## config.mk

```make
export PLATFORM = sky130hd
export DESIGN_NAME = pkt_traffic_gen
export DESIGN_NICKNAME = d
export VERILOG_FILES = /design/src/rtl/pkt_traffic_gen.sv
export SDC_FILE = /design/constraint.sdc
export NUM_CORES = 1
export LEC_CHECK = 0
export BUFFER_PORTS_ARGS = -buffer_cell sky130_fd_sc_hd__buf_2
export CAP_MARGIN = 10
export CORE_MARGIN = 2
export CORE_UTILIZATION = 37
export DETAILED_ROUTE_END_ITERATION = 12
export GPL_ROUTABILITY_DRIVEN = 0
export PLACE_DENSITY = 0.55
export SLEW_MARGIN = 0
export SYNTH_ARGS = -nofsm -noshare
export SYNTH_HDL_FRONTEND = slang
export SYNTH_SLANG_ARGS = --single-unit
```

## constraint.sdc

```tcl
create_clock -name clk_156m25 -period 4.1 [get_ports clk_156m25]
set_input_delay 0.205 -clock clk_156m25 [delete_from_list [all_inputs] [get_ports clk_156m25]]
set_output_delay 0.205 -clock clk_156m25 [all_outputs]
set_load 0.03 [all_outputs]
```

## src/rtl/pkt_traffic_gen.sv

```systemverilog
// pkt_traffic_gen: parameterised packet stream generator.
// Each run emits packets of a fixed byte length. Byte k of packet p is (k+p) mod 256.
// Packets are separated by a programmable number of idle cycles.
// A run ends after pkt_count packets, or at the next packet boundary after a stop pulse.
// Optional feature macro: PKT_GEN_SEQ_HDR_EN.
//   When this macro is defined, bytes 0-3 of every sop word carry the packet index p (little-endian).
module pkt_traffic_gen #(
    parameter int DATA_W = 64,
    parameter int MOD_W  = 3,
    parameter int LEN_W  = 14,
    parameter int CNT_W  = 32
) (
    input  logic              clk_156m25,
    input  logic              reset_156m25_n,
    input  logic              start,
    input  logic              stop,
    input  logic [LEN_W-1:0]  pkt_len,
    input  logic [CNT_W-1:0]  pkt_count,
    input  logic [7:0]        ipg,
    input  logic              pkt_tx_full,
    output logic [DATA_W-1:0] pkt_tx_data,
    output logic              pkt_tx_val,
    output logic              pkt_tx_sop,
    output logic              pkt_tx_eop,
    output logic [MOD_W-1:0]  pkt_tx_mod,
    output logic              busy,
    output logic              done,
    output logic [CNT_W-1:0]  tx_count
);

    localparam int BYTES = DATA_W / 8;

    localparam logic [1:0] IDLE = 2'd0;
    localparam logic [1:0] SEND = 2'd1;
    localparam logic [1:0] GAP  = 2'd2;

    logic [1:0]        state;
    logic [LEN_W-1:0]  len_q;
    logic [CNT_W-1:0]  cnt_q;
    logic [7:0]        ipg_q;
    logic [7:0]        gap_cnt;
    logic [LEN_W-1:0]  word_idx;
    logic [LEN_W-1:0]  last_idx;
    logic [CNT_W-1:0]  pkt_idx;
    logic              stop_q;

    // A programmed length of zero means a 64-byte packet.
    // The index of the last word is computed once, when the run starts.
    logic [LEN_W-1:0]  len_in;
    logic [LEN_W:0]    words_in;
    logic [LEN_W-1:0]  last_in;
    assign len_in   = (pkt_len == '0) ? LEN_W'(64) : pkt_len;
    assign words_in = ({1'b0, len_in} + (LEN_W+1)'(BYTES - 1)) >> MOD_W;
    assign last_in  = words_in[LEN_W-1:0] - LEN_W'(1);

    logic              last_word;
    logic [CNT_W-1:0]  tx_inc;
    assign last_word = (word_idx == last_idx);
    assign tx_inc    = (&tx_count) ? tx_count : tx_count + CNT_W'(1);

    // Byte index of lane 0 within the packet for the current word.
    logic [LEN_W:0]    base;
    logic [DATA_W-1:0] word_data;
    assign base = {word_idx[LEN_W-MOD_W:0], {MOD_W{1'b0}}};

`ifdef PKT_GEN_SEQ_HDR_EN
    logic [31:0] p32;
    assign p32 = 32'(pkt_idx);
`endif

    // Per-lane byte generator.
    // Bytes past the packet length are zeroed so that the tail of the eop word is clean.
    generate
        for (genvar gi = 0; gi < BYTES; gi++) begin : g_lane
            logic [LEN_W:0] bidx;
            logic [7:0]     pat;
            logic [7:0]     pat_masked;
            assign bidx       = base + (LEN_W+1)'(gi);
            assign pat        = bidx[7:0] + pkt_idx[7:0];
            assign pat_masked = (bidx < {1'b0, len_q}) ? pat : 8'h00;
`ifdef PKT_GEN_SEQ_HDR_EN
            if (gi < 4) begin : g_hdr
                assign word_data[8*gi +: 8] = (word_idx == '0) ? p32[8*gi +: 8] : pat_masked;
            end else begin : g_pat
                assign word_data[8*gi +: 8] = pat_masked;
            end
`else
            assign word_data[8*gi +: 8] = pat_masked;
`endif
        end
    endgenerate

    // Run control FSM and registered output stage.
    always_ff @(posedge clk_156m25 or negedge reset_156m25_n) begin
        if (!reset_156m25_n) begin
            state       <= IDLE;
            len_q       <= '0;
            cnt_q       <= '0;
            ipg_q       <= '0;
            gap_cnt     <= '0;
            word_idx    <= '0;
            last_idx    <= '0;
            pkt_idx     <= '0;
            stop_q      <= 1'b0;
            pkt_tx_data <= '0;
            pkt_tx_val  <= 1'b0;
            pkt_tx_sop  <= 1'b0;
            pkt_tx_eop  <= 1'b0;
            pkt_tx_mod  <= '0;
            busy        <= 1'b0;
            done        <= 1'b0;
            tx_count    <= '0;
        end else begin
            done <= 1'b0;
            case (state)
                IDLE: begin
                    pkt_tx_val <= 1'b0;
                    pkt_tx_sop <= 1'b0;
                    pkt_tx_eop <= 1'b0;
                    pkt_tx_mod <= '0;
                    if (start) begin
                        len_q    <= len_in;
                        last_idx <= last_in;
                        cnt_q    <= pkt_count;
                        ipg_q    <= ipg;
                        word_idx <= '0;
                        pkt_idx  <= '0;
                        tx_count <= '0;
                        stop_q   <= stop;
                        busy     <= 1'b1;
                        state    <= SEND;
                    end
                end
                SEND: begin
                    if (stop) stop_q <= 1'b1;
                    if (pkt_tx_full) begin
                        // Back-pressure: hold the word pointer, so the pending word is emitted later.
                        pkt_tx_val <= 1'b0;
                        pkt_tx_sop <= 1'b0;
                        pkt_tx_eop <= 1'b0;
                        pkt_tx_mod <= '0;
                    end else begin
                        pkt_tx_val  <= 1'b1;
                        pkt_tx_data <= word_data;
                        pkt_tx_sop  <= (word_idx == '0);
                        pkt_tx_eop  <= last_word;
                        pkt_tx_mod  <= last_word ? len_q[MOD_W-1:0] : '0;
                        if (!last_word) begin
                            word_idx <= word_idx + LEN_W'(1);
                        end else begin
                            word_idx <= '0;
                            pkt_idx  <= pkt_idx + CNT_W'(1);
                            tx_count <= tx_inc;
                            if (stop_q || stop || (cnt_q != '0 && tx_inc == cnt_q)) begin
                                state <= IDLE;
                                busy  <= 1'b0;
                                done  <= 1'b1;
                            end else if (ipg_q != 8'd0) begin
                                gap_cnt <= ipg_q;
                                state   <= GAP;
                            end
                        end
                    end
                end
                GAP: begin
                    pkt_tx_val <= 1'b0;
                    pkt_tx_sop <= 1'b0;
                    pkt_tx_eop <= 1'b0;
                    pkt_tx_mod <= '0;
                    if (stop_q || stop) begin
                        state <= IDLE;
                        busy  <= 1'b0;
                        done  <= 1'b1;
                    end else if (gap_cnt == 8'd1) begin
                        state <= SEND;
                    end else begin
                        gap_cnt <= gap_cnt - 8'd1;
                    end
                end
                default: state <= IDLE;
            endcase
        end
    end

endmodule

```

After elaboration in Yosys (flattened, before gate mapping)

Index checks and enable logic that the tools add are counted.

Bits in registers: 229
Bits in latches: 0
Bits in writable memories: 0
Bits in read-only memories: 0
Input port bits: 59
Output and inout bits: 104
Logic and storage cells: 145
Memories kept: 0

Add/subtract/negate cells: 21
Multipliers: 0
Divide/modulo/power cells: 0
Order comparisons: 8
Eq/ne operators: 17
Shift operators: 0
Multiplexer cells: 59
Bitwise logic cells: 1
Reduce and logical (&&, ||, !) cells: 22

Operators with widths:

| operator              | number |
|---|---|
| $mux 32               | 6 |
| $pmux 32 s2           | 2 |
| $lt 15x14->1          | 8 |
| $mux 8                | 14 |
| $add 32x1->32 const B | 2 |
| $add 8x8->8           | 8 |
| $add 15x3->15 const B | 4 |
| $mux 14               | 4 |
| $eq 32x32->1          | 1 |
| $reduce_and 32->1     | 1 |
| $reduce_bool 32->1    | 1 |
| $add 15x2->15 const B | 2 |
| $logic_not 14->1      | 2 |
| $pmux 14 s2           | 1 |
| $ne 2x2->1 const B    | 10 |
| $pmux 8 s2            | 1 |
| $add 14x3->15 const B | 1 |
| $add 15x1->15 const B | 1 |
| $add 14x1->14 const B | 1 |
| $eq 14x14->1          | 1 |
| $mux 1                | 14 |
| $mux 2                | 7 |
| $sub 12x1->13 const B | 1 |
| $pmux 1 s2            | 5 |
| 23 further kinds      | 30 |

Longest topological paths before layout

Word-level depth: 9
Depth in mapped cells: 15
Mapped depth without buffers: 12

Worst setup path after synthesis

No wires, ideal clock.

Path kind: register to register
Start point: reg tx_count[0]
End point: reg state[0]
Setup time: 0.128 ns
Arrival time: 3.204 ns
Data required time: 3.972 ns
Slack: 0.769 ns
Cell stages (with the launch flop): 14
Path buffers: 2
Period minus slack after synthesis: 3.331 ns
Cell sequence: dfrtp_1 -> ha_1 -> and4_4 -> buf_6 -> and4_4 -> buf_6 -> a2111oi_1 -> xnor2_1 -> o211ai_1 -> nor4_1 -> nand4_1 -> o21ai_4 -> o21ai_1 -> mux2_1

Word-level cells in the longest chain between the ends: 9
Elaborated cells on any way between the ends: 12
Classes of those cells: add/sub (1); eq/ne (2); mux (5); reduce/logical (4)

Ends and longest elaborated chain:

| item                                               | RTL line | source |
|---|---|---|
| start: declaration                                 | 28       | `output logic [CNT_W-1:0] tx_count` |
| start signal: assignment                           | 153      | `tx_count <= tx_inc;` |
| $add 32x1->32 or $reduce_and 32->1 (tied branches) | 59       | `assign tx_inc = (&tx_count) ? tx_count : tx_count + CNT_W'(1);` |
| $mux 32 *                                          | 59       |  |
| $eq 32x32->1 *                                     | 154      | `if (stop_q \|\| stop \|\| (cnt_q != '0 && tx_inc == cnt_q)) begin` |
| $logic_and 1x1->1 *                                | 154      |  |
| $logic_or 1x1->1 *                                 | 154      |  |
| $mux 2                                             | 154      |  |
| $mux 2                                             | 148      | `if (!last_word) begin` |
| $mux 2                                             | 136      | `if (pkt_tx_full) begin` |
| $pmux 2 s3                                         | 115      | `case (state)` |
| end signal: assignment                             | 131      | `state <= SEND;` |
| end signal: assignment                             | 155      | `state <= IDLE;` |
| end signal: assignment                             | 160      | `state <= GAP;` |
| end: declaration                                   | 37       | `logic [1:0] state;` |

Every way passes the cells marked *; elsewhere a longest branch is shown, timed or not. The select of a mux whose other input is x is not followed.
A chain may end at the register's enable or synchronous reset.

Worst setup path after layout

Start point: reg tx_count[0]
End point: reg gap_cnt[0]

Word-level cells in the longest chain between the ends: 7
Elaborated cells on any way between the ends: 8
Classes of those cells: add/sub (1); eq/ne (2); mux (1); reduce/logical (4)

Ends and longest elaborated chain:

| item                                               | RTL line | source |
|---|---|---|
| $add 32x1->32 or $reduce_and 32->1 (tied branches) | 59       |  |
| $mux 32 *                                          | 59       |  |
| $eq 32x32->1 *                                     | 154      |  |
| $logic_and 1x1->1 *                                | 154      |  |
| $logic_or 1x1->1 *                                 | 154      |  |
| $ne 2x2->1 (no source line) *                      | --       |  |
| $reduce_and 7->1 (no source line) *                | --       |  |
| end signal: assignment                             | 159      | `gap_cnt <= ipg_q;` |
| end signal: assignment                             | 177      | `gap_cnt <= gap_cnt - 8'd1;` |
| end: declaration                                   | 41       | `logic [7:0] gap_cnt;` |

Every way passes the cells marked *; elsewhere a longest branch is shown, timed or not.

==> key figures <==
Yosys
  – Adder-Cell Fraction of Synth Area: 4.05%
  – Main combinational cell family by area after synthesis: simple AND/OR/NAND/NOR gates
  – Synthesized flop and latch total: around 200
  – Syn. warnings: 0
  – Post-synthesis cell area: around 12000 sq um
  – Post-Syn Area per Cell: roughly 9.4 sq um
  – Yosys cell types: 76
  – Ys flop type: dfrtp_1
  – EDFF count, synth: 0
  – Fraction of registers with async set/reset: between 90% and 100%
  – Synth Area in XOR/XNOR: 9.27%
  – Sequential area share after synthesis: a little over two fifths
  – Synth Net Count: approximately 1400
  – Mux cell area share after synthesis: approximately 5.7%
  – Simple-Gate Fraction of Synth Area: roughly 18%
  – Gate Count Post-Synth: between 1000 and 1500
  – Post-synthesis compound-gate area fraction: between 10% and 20%

Placed design
  – Post-DP HPWL: 25300 um
  – Place WS: 0.199 ns
  – Placement Cell Area: 13300 sq um
  – Buffers on Ports: 162

Worst setup path
  – Worst r2r dst: gap_cnt[0]
  – Crit path launch: tx_count[0]
  – Setup slack, reg-to-reg: around 0.28 ns
  – Worst path slowest cell: a211oi_1
  – CP arrival: 4.23 ns
  – Crit. End Element: flop
  – Crit-path max FO: 13
  – Critical-path cell list: ha_1 -> and4_4 -> nand4_1 -> a211oi_1 -> xnor2_1 -> o211ai_1 -> nor4_1 -> nand4_1 -> o21ai_4 -> buf_4 -> a211oi_1 -> o22a_1
  – Crit path kind: reg -> reg
  – Crit path capture: gap_cnt[0]
  – WP data required: approximately 4.5 ns
  – R2R depth: 12
  – R2R Path Start: tx_count[0]
  – Setup crit start kind: flop
  – CP max stage delay: approximately 0.50 ns

Status
  – Status: finished, final reports clean

CTS
  – Clock slew at reported path FFs: approximately 0.060 ns
  – Clock Latency Late Sink: roughly 0.52 ns
  – TritonCTS clock tree: built
  – Num CTS Buffers: 25
  – CTS root buf: clkbuf_16
  – CTS sink count: between 200 and 250
  – CTS H-tree lvls: 1
  – Clock Tree Buf Depth: 3

Cells and area
  – # nets final: 1553
  – Commonest non-fill, non-tap cells in the layout: dfrtp_1 (204), buf_2 (161), nand2_1 (148)
  – Post-route design area: approximately 15000 sq um
  – Area grow syn2layout: 20.3%
  – Commonest non-fill, non-tap cell in the layout: dfrtp_1
  – Layout cell share with drive strength beyond 1: 20.5%

GRT
  – Number of global-route vias before repair: between 10000 and 15000
  – Initial antenna violation count: 2
  – Tot GR Track Use: between 20% and 30%
  – Largest net degree at the start of global routing: between 100 and 150
  – GR Overflow Total: 0
  – First-pass GRT wire length: approximately 57000 um

Die
  – Die H: around 180 um
  – Std cell rows: 66
  – Initial core utilization: between 30% and 40%
  – Die Span X: roughly 180 um
  – Core area: between 30000 and 40000 sq um
  – I/O Pins: 163
  – Die Area: 34200 sq um

Routing
  – Routed WL: around 36000 um
  – DRC viols: 0
  – Final ANT Viol Nets: 0
  – Avg WL per Cell: approximately 19 um
  – Vias: about 10000
  – Starting DRT DRC Count: between 700 and 800
  – Detailed Routing Iterations Pass 1: 5
  – Vias per cell: ~5.4

STA
  – Final setup fails: 0
  – Min cycle time layout: roughly 3.8 ns
  – FMAX: between 200 and 300 MHz
  – Relative slew margins: a little over a third
  – Tcrit/Tclk final: 93.2%
  – Hold Vio Cnt, Final: 0
  – Clock skew: 0.0128 ns
  – PnR worst setup slack: between 0.2 and 0.3 ns
  – Setup_tns: 0 ns
  – Worst-margin pin slew: between 0.9 and 1 ns
  – Final Max Slew Viols: 0
  – Unrepaired setup endpoints after global routing: no

Power
  – Leakage power: ~6.7 nW
  – PwrDens: ~640 nW/um^2
  – Peak supply drop: 0.426 mV

Flow run
  – Max-Cap Viols: 0

Hold path
  – HP Class: in -> reg
## cells in the mapped netlist, drive strengths merged, types with 8 or more instances
cell type    n  share of area (%)
mux2        55                5.1
ha          36                3.7
and3        16               0.83
a21oi       51                2.1
o31ai       56                3.5
nand2b       8               0.41
nor3        14               0.62
nor2        74                2.3
nand4       32                1.7
clkbuf      63                2.0
dfrtp      204                 42
a211oi      17                1.3
a31oi        8               0.41
buf         20                1.2
o41ai        8               0.58
and4        14                1.1
xnor2       60                4.3
nor4        24                1.5
xor2        68                4.9
o21ai       91                3.9
inv         38                1.2
a22o        14                1.0
nand2      149                4.6
a21o        22                1.4
nand3       45                1.9
## flip-flops by register name (all words and copies together) (netlist names), 13 cells and up
name         flops
pkt_tx_data     64
tx_count        32
len_q           14
cnt_q           32
word_idx        14
last_idx        13
## area by class of cell
class / instances / area (sq um)
inverters: 39 / 146
clock buffers: 33 / 656
diodes: 2 / 5.00
fillers: 3180 / 17800
multi-input cells: 955 / 6510
well taps: 442 / 553
clock inverters: 10 / 129
flip-flops and latches: 204 / 5100
repair buffers: 231 / 1450
## critical path: cells and delay by family, from the launching register on
kind	cells	cell delay, ns
XOR/XNOR	1	0.17
adder cells (fa/ha/maj)	1	0.27
buffers and inverters	1	0.22
flip-flops	1	0.45
AND/OR/NAND/NOR	4	1.29
AO/OA/AOI/OAI	5	1.29
## power breakdown
group / internal (mW) / switching, mW / total (mW)
sequential: 2.65 / 0.650 / 3.30
combinational: 1.40 / 2.38 / 3.78
clock: 1.31 / 0.859 / 2.16
## through the flow
| stage | hold slack (ns) | util (%) | power (mW) | cells |
|---|---|---|---|---|
| floorplan | -0.0906 | - | 5.86 | 1281 |
| global placement | 0.394 | 41.0 | 7.04 | 1823 |
| detailed placement | 0.407 | 41.0 | 7.08 | 1823 |
| CTS | 0.00290 | 44.8 | 9.31 | 1912 |
| global route | 0.0102 | 44.9 | 9.87 | 1914 |
| finish | 0.0200 | 45.0 | 9.25 | 1916 |
## worst min path at each step
stage                         startpoint         endpoint  slack, ns  cells after the start
after floorplan           reset_156m25_n             busy      -0.09                      0
after global placement    reset_156m25_n  pkt_tx_data[53]       0.39                      1
after detailed placement  reset_156m25_n  pkt_tx_data[53]       0.41                      1
after CTS                    pkt_len[12]        len_q[12]      0.003                      2
after global routing          pkt_len[4]         len_q[4]       0.01                      2
final                               stop           stop_q       0.02                      3
## metal layers
layer	part of all wire, %	track usage [%]
met2	45	33.5
met1	46	30.2
met3	5.8	3.13
met5	0	0
met4	2.4	5.40
## repair_timing
item / CTS / global route
hold buffers: 46 / 0
setup endpoints to repair: 0 / 11
resized for setup: 0 / 4
setup buffers: 0 / 2
endpoints found under the hold margin: 151 / 0
## logic make-up (layout without fill, tap and decap cells)
logic type               after synthesis  count (layout)
flip-flops                           204             204
AO/OA/AOI/OAI                        306             306
adder cells (fa/ha/maj)               38              38
multiplexers                          62              62
buffers and inverters                122             313
AND/OR/NAND/NOR                      421             421
other                                  0               2
XOR/XNOR                             128             128
No activity file was read; power rests on OpenSTA's default activity.
